**config.mk**
```make
export PLATFORM = sky130hd
export DESIGN_NAME = if_stage
export DESIGN_NICKNAME = d
export VERILOG_FILES = /design/src/rtl/cpu_pkg.sv /design/src/rtl/sat_counter.sv /design/src/rtl/if_stage.sv
export SDC_FILE = /design/constraint.sdc
export NUM_CORES = 1
export LEC_CHECK = 0
export BUFFER_PORTS_ARGS = -buffer_cell sky130_fd_sc_hd__buf_4
export CAP_MARGIN = 20
export CORE_ASPECT_RATIO = 2
export CORE_UTILIZATION = 35
export CTS_CLUSTER_DIAMETER = 30
export CTS_CLUSTER_SIZE = 20
export DETAILED_ROUTE_END_ITERATION = 8
export HOLD_SLACK_MARGIN = 0.15
export SLEW_MARGIN = 15
export SYNTH_ARGS = -nofsm -noshare
export SYNTH_HDL_FRONTEND = slang
export SYNTH_SLANG_ARGS = --single-unit
export TNS_END_PERCENT = 50
```
**constraint.sdc**
```tcl
create_clock -name clk_i -period 6.1 [get_ports clk_i]
set_input_delay 1.22 -clock clk_i [delete_from_list [all_inputs] [get_ports clk_i]]
set_output_delay 1.22 -clock clk_i [all_outputs]
set_load 0.005 [all_outputs]
```
**src/rtl/cpu_pkg.sv**
```systemverilog
// Shared constants and types for the MIPS pipeline stages.
package cpu_pkg;
  localparam int          XLEN         = 32;
  localparam logic [31:0] NOP_INSTR    = 32'h0000_0000;
  localparam logic [31:0] PC_INC       = 32'd4;
  localparam logic [31:0] RESET_PC_DEF = 32'h0000_0000;

  typedef enum logic [1:0] {
    CNT_FETCH = 2'd0,
    CNT_STALL = 2'd1,
    CNT_FLUSH = 2'd2
  } cnt_e;

  localparam int NUM_CNT = 3;

  typedef struct packed {
    logic [XLEN-1:0] pc4;
    logic [XLEN-1:0] instr;
    logic            valid;
  } if_id_t;

  // Redirect targets are always word aligned.
  function automatic logic [XLEN-1:0] word_align(input logic [XLEN-1:0] a);
    return {a[XLEN-1:2], 2'b00};
  endfunction
endpackage

```
**src/rtl/sat_counter.sv**
```systemverilog
// Event counter that sticks at all-ones instead of wrapping.
module sat_counter #(
  parameter int W = 16
) (
  input  logic         clk_i,
  input  logic         rst_i,
  input  logic         inc_i,
  output logic [W-1:0] cnt_o
);
  always_ff @(posedge clk_i) begin
    if (rst_i)                      cnt_o <= '0;
    else if (inc_i && cnt_o != '1)  cnt_o <= cnt_o + W'(1);
  end
endmodule

```
**src/rtl/if_stage.sv**
```systemverilog
// Instruction fetch: PC register, next-PC select, IF/ID register, event counters.
module if_stage
  import cpu_pkg::*;
#(
  parameter logic [31:0] RESET_PC = RESET_PC_DEF,
  parameter int          CNT_W    = 16
) (
  input  logic             clk_i,
  input  logic             rst_i,
  input  logic             start_i,
  input  logic             pc_write_i,
  input  logic             if_id_write_i,
  input  logic             flush_i,
  input  logic             branch_taken_i,
  input  logic [XLEN-1:0]  branch_target_i,
  input  logic             jump_i,
  input  logic [XLEN-1:0]  jump_target_i,
  input  logic [XLEN-1:0]  imem_instr_i,
  output logic [XLEN-1:0]  imem_addr_o,
  output logic [XLEN-1:0]  pc_o,
  output logic [XLEN-1:0]  if_id_pc4_o,
  output logic [XLEN-1:0]  if_id_instr_o,
  output logic             if_id_valid_o,
  output logic [CNT_W-1:0] fetch_cnt_o,
  output logic [CNT_W-1:0] stall_cnt_o,
  output logic [CNT_W-1:0] flush_cnt_o
);
  logic [XLEN-1:0] pc;
  logic [XLEN-1:0] pc4;
  logic [XLEN-1:0] pc_next;
  if_id_t          if_id;

  assign pc4 = pc + PC_INC;

  // Jump outranks branch when ID resolves both in the same cycle.
  always_comb begin
    pc_next = pc4;
    if (jump_i)              pc_next = word_align(jump_target_i);
    else if (branch_taken_i) pc_next = word_align(branch_target_i);
  end

  always_ff @(posedge clk_i) begin
    if (rst_i)                      pc <= RESET_PC;
    else if (start_i && pc_write_i) pc <= pc_next;
  end

  // Flush wins over a held IF/ID so a squashed slot never survives a stall.
  always_ff @(posedge clk_i) begin
    if (rst_i) begin
      if_id <= '{pc4: '0, instr: NOP_INSTR, valid: 1'b0};
    end else if (start_i) begin
      if (flush_i)            if_id <= '{pc4: pc4, instr: NOP_INSTR, valid: 1'b0};
      else if (if_id_write_i) if_id <= '{pc4: pc4, instr: imem_instr_i, valid: 1'b1};
    end
  end

  logic [NUM_CNT-1:0]            cnt_inc;
  logic [NUM_CNT-1:0][CNT_W-1:0] cnt;

  assign cnt_inc[CNT_FETCH] = start_i && !flush_i &&  if_id_write_i;
  assign cnt_inc[CNT_STALL] = start_i && !flush_i && !if_id_write_i;
  assign cnt_inc[CNT_FLUSH] = start_i &&  flush_i;

  for (genvar i = 0; i < NUM_CNT; i++) begin : g_cnt
    sat_counter #(.W(CNT_W)) u_cnt (
      .clk_i (clk_i),
      .rst_i (rst_i),
      .inc_i (cnt_inc[i]),
      .cnt_o (cnt[i])
    );
  end

  assign imem_addr_o   = pc;
  assign pc_o          = pc;
  assign if_id_pc4_o   = if_id.pc4;
  assign if_id_instr_o = if_id.instr;
  assign if_id_valid_o = if_id.valid;
  assign fetch_cnt_o   = cnt[CNT_FETCH];
  assign stall_cnt_o   = cnt[CNT_STALL];
  assign flush_cnt_o   = cnt[CNT_FLUSH];
endmodule

```
* Word level (Yosys, flattened, before mapping)
Index checks and enable logic that the tools add are counted.
** Word-level totals
- Register bits :: 145
- Latch bits :: 0
- Bits in writable memories :: 0
- Bits in read-only memories :: 0
- Input port bits :: 104
- Output and inout port bits :: 177
- Logic and storage cells :: 30
- Memories kept :: 0
** Cells by class
- $add $sub $neg :: 4
- Multipliers :: 0
- Divide/modulo/power cells :: 0
- $lt $le $gt $ge :: 0
- Equality and inequality tests :: 3
- Shift-type cells :: 0
- Mux-type cells :: 4
- Bitwise operators :: 0
- Reduce and logical (&&, ||, !) cells :: 12
** Operators by type and width (number)
- 2-to-1 mux 65 bit :: 2
- 2-to-1 mux 32 bit :: 2
- adder 16 x 1 -> 16 bit, second input constant :: 3
- != test 16 bit, second input constant :: 3
- adder 32 x 3 -> 32 bit, second input constant :: 1
- logical AND 1 bit :: 8
- logical NOT 1 bit :: 2
- AND reduction 2 bit :: 1
- nonzero test 2 bit :: 1

* Longest topological paths before layout
Gate-level depths: netlist (run 1).
- Word-level depth :: 4
- Mapped depth :: 7

* Modules after synthesis
From an unflattened synthesis (run 1), not the netlist that was laid out.
** Unflattened totals
- Cells, all modules :: 896
- Area total of the unflattened synthesis :: 7398.3 µm²
** By module, submodules not included
- if_stage :: instances 1, cells each 599, area each 4853.4 µm², sequential area each 1861.8 µm²
- sat_counter :: instances 3, cells each 99, area each 848.3 µm², sequential area each 320.3 µm²

* Worst setup path after synthesis (run 1)
Ideal clock, no wire load.
- Path kind :: input to register
- From :: input start_i
- To :: register g_cnt[1].u_cnt.cnt_o[9]
- Library setup time :: 0.128 ns
- Arrival :: 2.517 ns
- Required time :: 5.972 ns
- Setup slack :: 3.455 ns
- Stages :: 6
- Buffers on the path :: 1
- Path through :: clkbuf_1 > nor3b_1 > nand4_1 > nor4b_1 > xnor2_1 > nor2_1
** Between the ends
- Word-level cells in the longest chain between the ends :: 3
** Ends and longest elaborated chain
- start: declaration :: RTL line if_stage.sv:10 : input logic start_i,
- logical AND 1 bit (2 in series) :: RTL line if_stage.sv:61 : assign cnt_inc[CNT_STALL] = start_i && !flush_i && !if_id_write_i;
- logical AND 1 bit :: RTL line sat_counter.sv:12 : else if (inc_i && cnt_o != '1) cnt_o <= cnt_o + W'(1);
- end signal: assignment :: RTL line sat_counter.sv:12
- end: declaration :: RTL line sat_counter.sv:8 : output logic [W-1:0] cnt_o
Every way passes these cells.
A chain may end at the register's enable or synchronous reset.

==> results.md, run 1 <==
- Slew Limit Headroom: 32.4%
- Syn_area_per_cell: 8.22 µm²
- First-pass DRT Iterations: 5
- Comb pwr share: 11.9%
- Worst-Margin Slew: 1000 ps
- CTS tree: built
- Placed Cells incl. Taps: 1311
- Initial antenna violation count: 0
- Commonest non-fill, non-tap cell in the layout: buf_4
- Pwr/cell area: 245 mW/mm²
- Mapped cell area: 0.00708 mm²
- Remaining Overflow, GRT: 0
- Largest net degree at the start of global routing: 61
- Share of synthesized registers carrying an async set or reset: 0%
- ANT nets after route: 0
- Static leakage: 3.94 nW
- Via count: 7252
- Sw Share: 25.8%
- Rows: 73
- PnR worst setup slack: 2840 ps
- Yosys warnings: 0
- FF+latch count, synth: 141
- Num CTS Buffers: 17
- Core area: 0.0198 mm²
- Vias per inst: 5.40
- Fmax: 0.307 GHz
- Number of global-route vias before repair: 7012
- CTS max path bufs: 2
- Setup_tns: 0 ps
- Run status: finished clean
- Area contributors post-synth: dfxtp_1 40%, nor2_1 7.0%, xnor2_1 5.9%, buf_4 3.8%, a22oi_1 3.7%
- # DRC: 0
- Clock power share: 45.8%
- # setup viols final: 0
- Clk slew on worst S/H paths: 60 ps
- Share of cells above drive strength 1: 29.7%
- P_int: 1.75 mW
- Reg power frac: 42.4%
- Fin crit period: 3260 ps
- DIE WIDTH: 103 µm
- Max-cap viol count: 0
- Largest stage delay on the critical path: 990 ps
- Endpoints failing hold: 0
- Yosys top cell by area: dfxtp_1
- CP endpoint kind: flop
- Clock Sinks: 141
- Crit path DAT: 3570 ps
- Full die area: 0.0208 mm²
- Final Cycle Share: 53.4%
- Tot GR Track Use: 24.5%
- Worst Path Required: 6420 ps
- I/O pins: 281
- Routed length per instance: 19.0 µm
- Post CTS Setup Buffer Count: 0
- VDD IR-drop max: 0.159 mV
- Routed wire length: 25600 µm
- Number of port buffers: 270
- CP Launch Type: input port
- RSZ-0062 raised after global routing: no
- Crit-path max FO: 60
- Place WS: 2470 ps
- Critical path class: in -> reg
- Later-pin clock latency in the skew report: 420 ps
- Switching Power: 0.609 mW
- Final Wtd Congestion: 0.880
- Setup Skew: 7.85 ps
- Number of non-filler instances in the completed layout: 1344
- Dpl hpwl: 18500 µm
- # resized after CTS: 0
- Most used DFF post-synth: dfxtp_1
- First-pass GRT wire length: 38700 µm
- Area delta synth->final: 36.4%
- Die Y: 203 µm
- Post-synth top area share: 39.9%
- Seq/Total Area, Yosys: 39.9%
- Starting DRT DRC Count: 314
- Nets: 1177
- Critical-path cell list: buf_4 > clkinv_1 > nand3_1 > a21oi_1 > o22a_1
- Most frequent cells in the layout: 276 x buf_4, 141 x dfxtp_1, 132 x nor2_1
- Slowest-stage cell, CP: clkinv_1
- Initial cell density of the core: 35.7%
- Tightest Hold Check Type: reg -> reg
- # H-tree levels: 4
- Cell variety after synth: 67
- EDFF count, synth: 0
- Diodes inserted: 0
- Syn Inst Count: 862
- Number of hold buffers added after cts: 0
- Root buf cell: clkbuf_16
- Slew Viols, Final: 0
-- registers in the layout, indices dropped and copies added, names as in the netlist --
register	flops
g_cnt.u_cnt.cnt_o	48
imem_addr_o	30
if_id_valid_o	1
if_id_pc4_o	30
if_id_instr_o	32
-- power groups by stage --
stage          Clock, mW  Sequential, mW  Combinational, mW
4_1_cts             1.10            1.00              0.281
3_5_place_dp           0            1.02              0.280
2_1_floorplan          0            1.01              0.142
5_1_grt             1.14            1.01              0.306
3_3_place_gp           0            1.02              0.277
6_report            1.08            1.00              0.280
-- critical path: cells and delay by family --
| kind | cells | cell delay, ps |
|---|---|---|
| compound gates | 2 | 280 |
| buf+inv | 2 | 1500 |
| simple gates | 1 | 540 |
-- layer usage --
layer / part of all wire (%) / GRT usage (%) / wire length [µm]
met5: 0 / 0 / 0
met1: 35 / 24.8 / 8880
met4: 4.3 / 13.5 / 1100
met2: 55 / 45.0 / 14100
met3: 5.7 / 5.45 / 1470
-- cells in the mapped netlist (3+ instances only) --
master and count:
xnor2_1 48, or3_1 3, inv_1 5, a31oi_1 4, ha_1 4, clkbuf_1 49, nor2b_1 4, a211oi_1 16
buf_1 3, a21oi_1 43, a22oi_1 35, nor3b_1 4, dfxtp_1 141, and4_1 9, and2_1 4, and3_1 16
a221o_1 5, mux2i_1 9, nand3_1 32, nor4_1 10, a22o_1 3, buf_4 36, nor3_1 25, o21ai_0 44
xor2_1 16, nor2_1 132, a221oi_1 3, o21a_1 3, buf_2 5, nand2_1 58, nand4_1 23, o211ai_1 13
o22ai_1 7, nand3b_1 3, nor4b_1 6
-- worst paths after layout --
kind / end / slack (ps) / startpoint / cells after the start
worst max register to register: imem_addr_o[26] / 3530 / imem_addr_o[2] / 6
worst min-delay path: if_id_pc4_o[3] / 470 / if_id_pc4_o[3] / 2
worst min register to register: if_id_pc4_o[3] / 470 / if_id_pc4_o[3] / 2
worst max-delay path: imem_addr_o[30] / 2840 / rst_i / 5
-- per-stage QoR --
step	instance area [µm²]	util (%)	total power, mW	hold slack (ps)
2_1_floorplan	7100	-	1.15	453
3_3_place_gp	9020	45.5	1.30	449
3_5_place_dp	9020	45.5	1.30	453
4_1_cts	9630	48.6	2.39	471
5_1_grt	9660	48.7	2.46	496
6_report	9660	48.7	2.36	468
-- cell type report --
class / instances / area (µm²)
repair buffers: 277 / 2100
inverters: 6 / 22.5
clock buffers: 18 / 439
fillers: 1985 / 10200
flip-flops and latches: 141 / 2820
multi-input cells: 626 / 3780
well taps: 262 / 328
clock inverters: 14 / 169
-- cells by family (layout without fill, tap and decap cells) --
logic type	after synthesis	after routing	synth area share, %
AO/OA/AOI/OAI	203	203	19.1
XOR/XNOR	64	64	7.92
buffers and inverters	100	315	7.31
other	1	6	0.0530
AND/OR/NAND/NOR	340	340	23.8
flip-flops	141	141	39.9
adder cells (fa/ha/maj)	4	4	0.707
multiplexers	9	9	1.27
Note: power is estimated with default switching activity, not from simulation.
==> inputs of run 2 (changes only) <==
clock period = 3.11 ns   (was 6.1 ns; I/O delays follow)
==> results.md, run 2 (synthesis gave the netlist of run 1 again) <==
- Run status: finished clean
- Metal1 wirelength: 8880 µm (about the same)
- Diodes inserted: 0 (unchanged)
- CP Launch Type: flop
- P_int: 3.29 mW (+88%)
- Largest net degree at the start of global routing: 57 (-6.6%)
- Tightest Hold Check Type: in -> reg
- Later-pin clock latency in the skew report: 420 ps (about the same)
- Slowest-stage cell, CP: or3_1
- Crit path DAT: 2790 ps (-780 ps)
- Commonest non-fill, non-tap cell in the layout: buf_4
- Rows: 73 (unchanged)
- Worst Path Required: 3440 ps (-2980 ps)
- RSZ-0062 raised after global routing: no
- Placed Area: 0.00914 mm² (+1.2%)
- Largest Register: g_cnt.u_cnt.cnt_o
- Num CTS Buffers: 17 (unchanged)
- Reg power frac: 44.0% (+1.6 points)
- CTS max path bufs: 2 (unchanged)
- Number of global-route vias before repair: 7160 (+2.1%)
- Die Y: 203 µm (unchanged)
- CTS tree: built
- Vias per inst: 5.36 (-0.60%)
- VDD IR-drop max: 0.349 mV (+120%)
- ANT nets after route: 0 (unchanged)
- Flop2flop setup slack: 650 ps (-2880 ps)
- # H-tree levels: 4 (unchanged)
- Clock power share: 43.1% (-2.7 points)
- Switching Power: 1.15 mW (+88%)
- Routed met3 length: 1520 µm (+3.4%)
- Slew Viols, Final: 0 (unchanged)
- Final Wtd Congestion: 0.920 (+4.6%)
- Share of cells above drive strength 1: 30.1% (+0.47 points)
- CP endpoint kind: flop
- Most frequent cells in the layout: 291 x buf_4, 141 x dfxtp_1, 132 x nor2_1
- Crit-path max FO: 8 (-87%)
- I/O pins: 281 (unchanged)
- # setup viols final: 0 (unchanged)
- Tot GR Track Use: 24.6% (+0.072 points)
- Routed length per instance: 19.0 µm (-0.14%)
- Critical-path cell list: ha_1 > nand2_1 > or3_1 > nor3_1 > o21ai_0 > a221oi_1
- Comb pwr share: 12.8% (+0.9 points)
- Nets: 1191 (+1.2%)
- Static leakage: 3.98 nW (+1.2%)
- Endpoints failing hold: 0 (unchanged)
- Number of non-filler instances in the completed layout: 1357 (+0.97%)
- Uppermost layer routed: met4
- Slew Limit Headroom: 54.5% (+22 points)
- Fin crit period: 2460 ps
- Clk slew on worst S/H paths: 60 ps (about the same)
- Fmax: 0.406 GHz
- Area delta synth->final: 36.6%
- Via count: 7278 (+0.36%)
- Dpl hpwl: 19100 µm (+3.4%)
- Core area: 0.0198 mm² (unchanged)
- Root buf cell: clkbuf_16
- Setup Skew: 6.12 ps (-1.72 ps)
- Placed Cells incl. Taps: 1326 (+1.1%)
- First-pass DRT Iterations: 6 (+1)
- Final Total Pwr: 4.44 mW (+88%)
- Setup_tns: 0 ps (unchanged)
- Max-cap viol count: 0 (unchanged)
- Sw Share: 25.8% (+0.042 points)
- Largest stage delay on the critical path: 520 ps (-470 ps)
- Design Area, Final: 0.00967 mm² (+0.13%)
- Initial antenna violation count: 0 (unchanged)
- # resized after CTS: 0 (unchanged)
- Met2 wire len: 14400 µm (+1.8%)
- DIE WIDTH: 103 µm (unchanged)
- Initial cell density of the core: 35.7% (unchanged)
- First-pass GRT wire length: 38600 µm (about the same)
- Pwr/cell area: 459 mW/mm² (+88%)
- Number of port buffers: 270 (unchanged)
- Worst-Margin Slew: 677 ps (-324 ps)
- Clock Sinks: 141 (unchanged)
- Routed wire length: 25800 µm (+0.83%)
- # DRC: 0 (unchanged)
- Number of hold buffers added after cts: 0 (unchanged)
- Starting DRT DRC Count: 352 (+12%)
- Critical path class: reg -> reg
- Largest register FFs: 48 (unchanged)
- Final Cycle Share: 79.1%
- Util after Layout: 48.8% (+0.063 points)
- Full die area: 0.0208 mm² (unchanged)
- Post CTS Setup Buffer Count: 0 (unchanged)
- Remaining Overflow, GRT: 0 (unchanged)
-- run 2: changes by cell type in the layout (fill, tap and decap cells not counted), sizes merged --
cell,previous run,this run
buf,277,291
clkbuf,18,23
clkinvlp,5,1
bufinv,3,1
clkinv,6,7
inv,6,5
-- run 2: final timing paths --
path	from	endpoint	depth (start not counted)
worst max-delay path	imem_addr_o[2]	imem_addr_o[26]	6
worst min-delay path	imem_instr_i[22]	if_id_instr_o[22]	3
worst max register to register	imem_addr_o[2]	imem_addr_o[26]	6
worst min register to register	if_id_pc4_o[3]	if_id_pc4_o[3]	2
-- run 2: worst max-delay path, delay by kind of cell, from the launching register on --
kind / cells / cell delay (ps)
adders and majority gates: 1 / 380
and+or+nand+nor: 3 / 1050
AOI/OAI and AO/OA: 2 / 450
DFF: 1 / 490
-- run 2: stage by stage --
step,worst slack [ps],hold slack (ps)
floorplan,1060,453
detailed placement,686,458
global placement,706,450
CTS,671,435
global route,521,448
finish,649,442
-- run 2: final cells by class --
type	instances	area [µm²]
Clock inverter	8	67.6
Fill cell	2002	10100
Clock buffer	23	468
Timing Repair Buffer	291	2180
Sequential cell	141	2820
Multi-Input combinational cell	626	3780
Tap cell	262	328
Inverter	6	22.5
-- run 2: power groups by stage --
stage          sequential [mW]  clock (mW)  combinational (mW)
3_3_place_gp              1.99           0               0.567
3_5_place_dp              1.99           0               0.570
2_1_floorplan             1.98           0               0.279
6_report                  1.96        1.91               0.569
4_1_cts                   1.96        1.95               0.572
5_1_grt                   1.96        2.03               0.619
-- run 2: metal layers --
layer / vias to the layer above / global-route usage (%)
li1: 3511 / -
met1: 3426 / 24.5
met2: 278 / 46.2
met3: 63 / 5.07
met4: 0 / 12.7
met5: - / 0
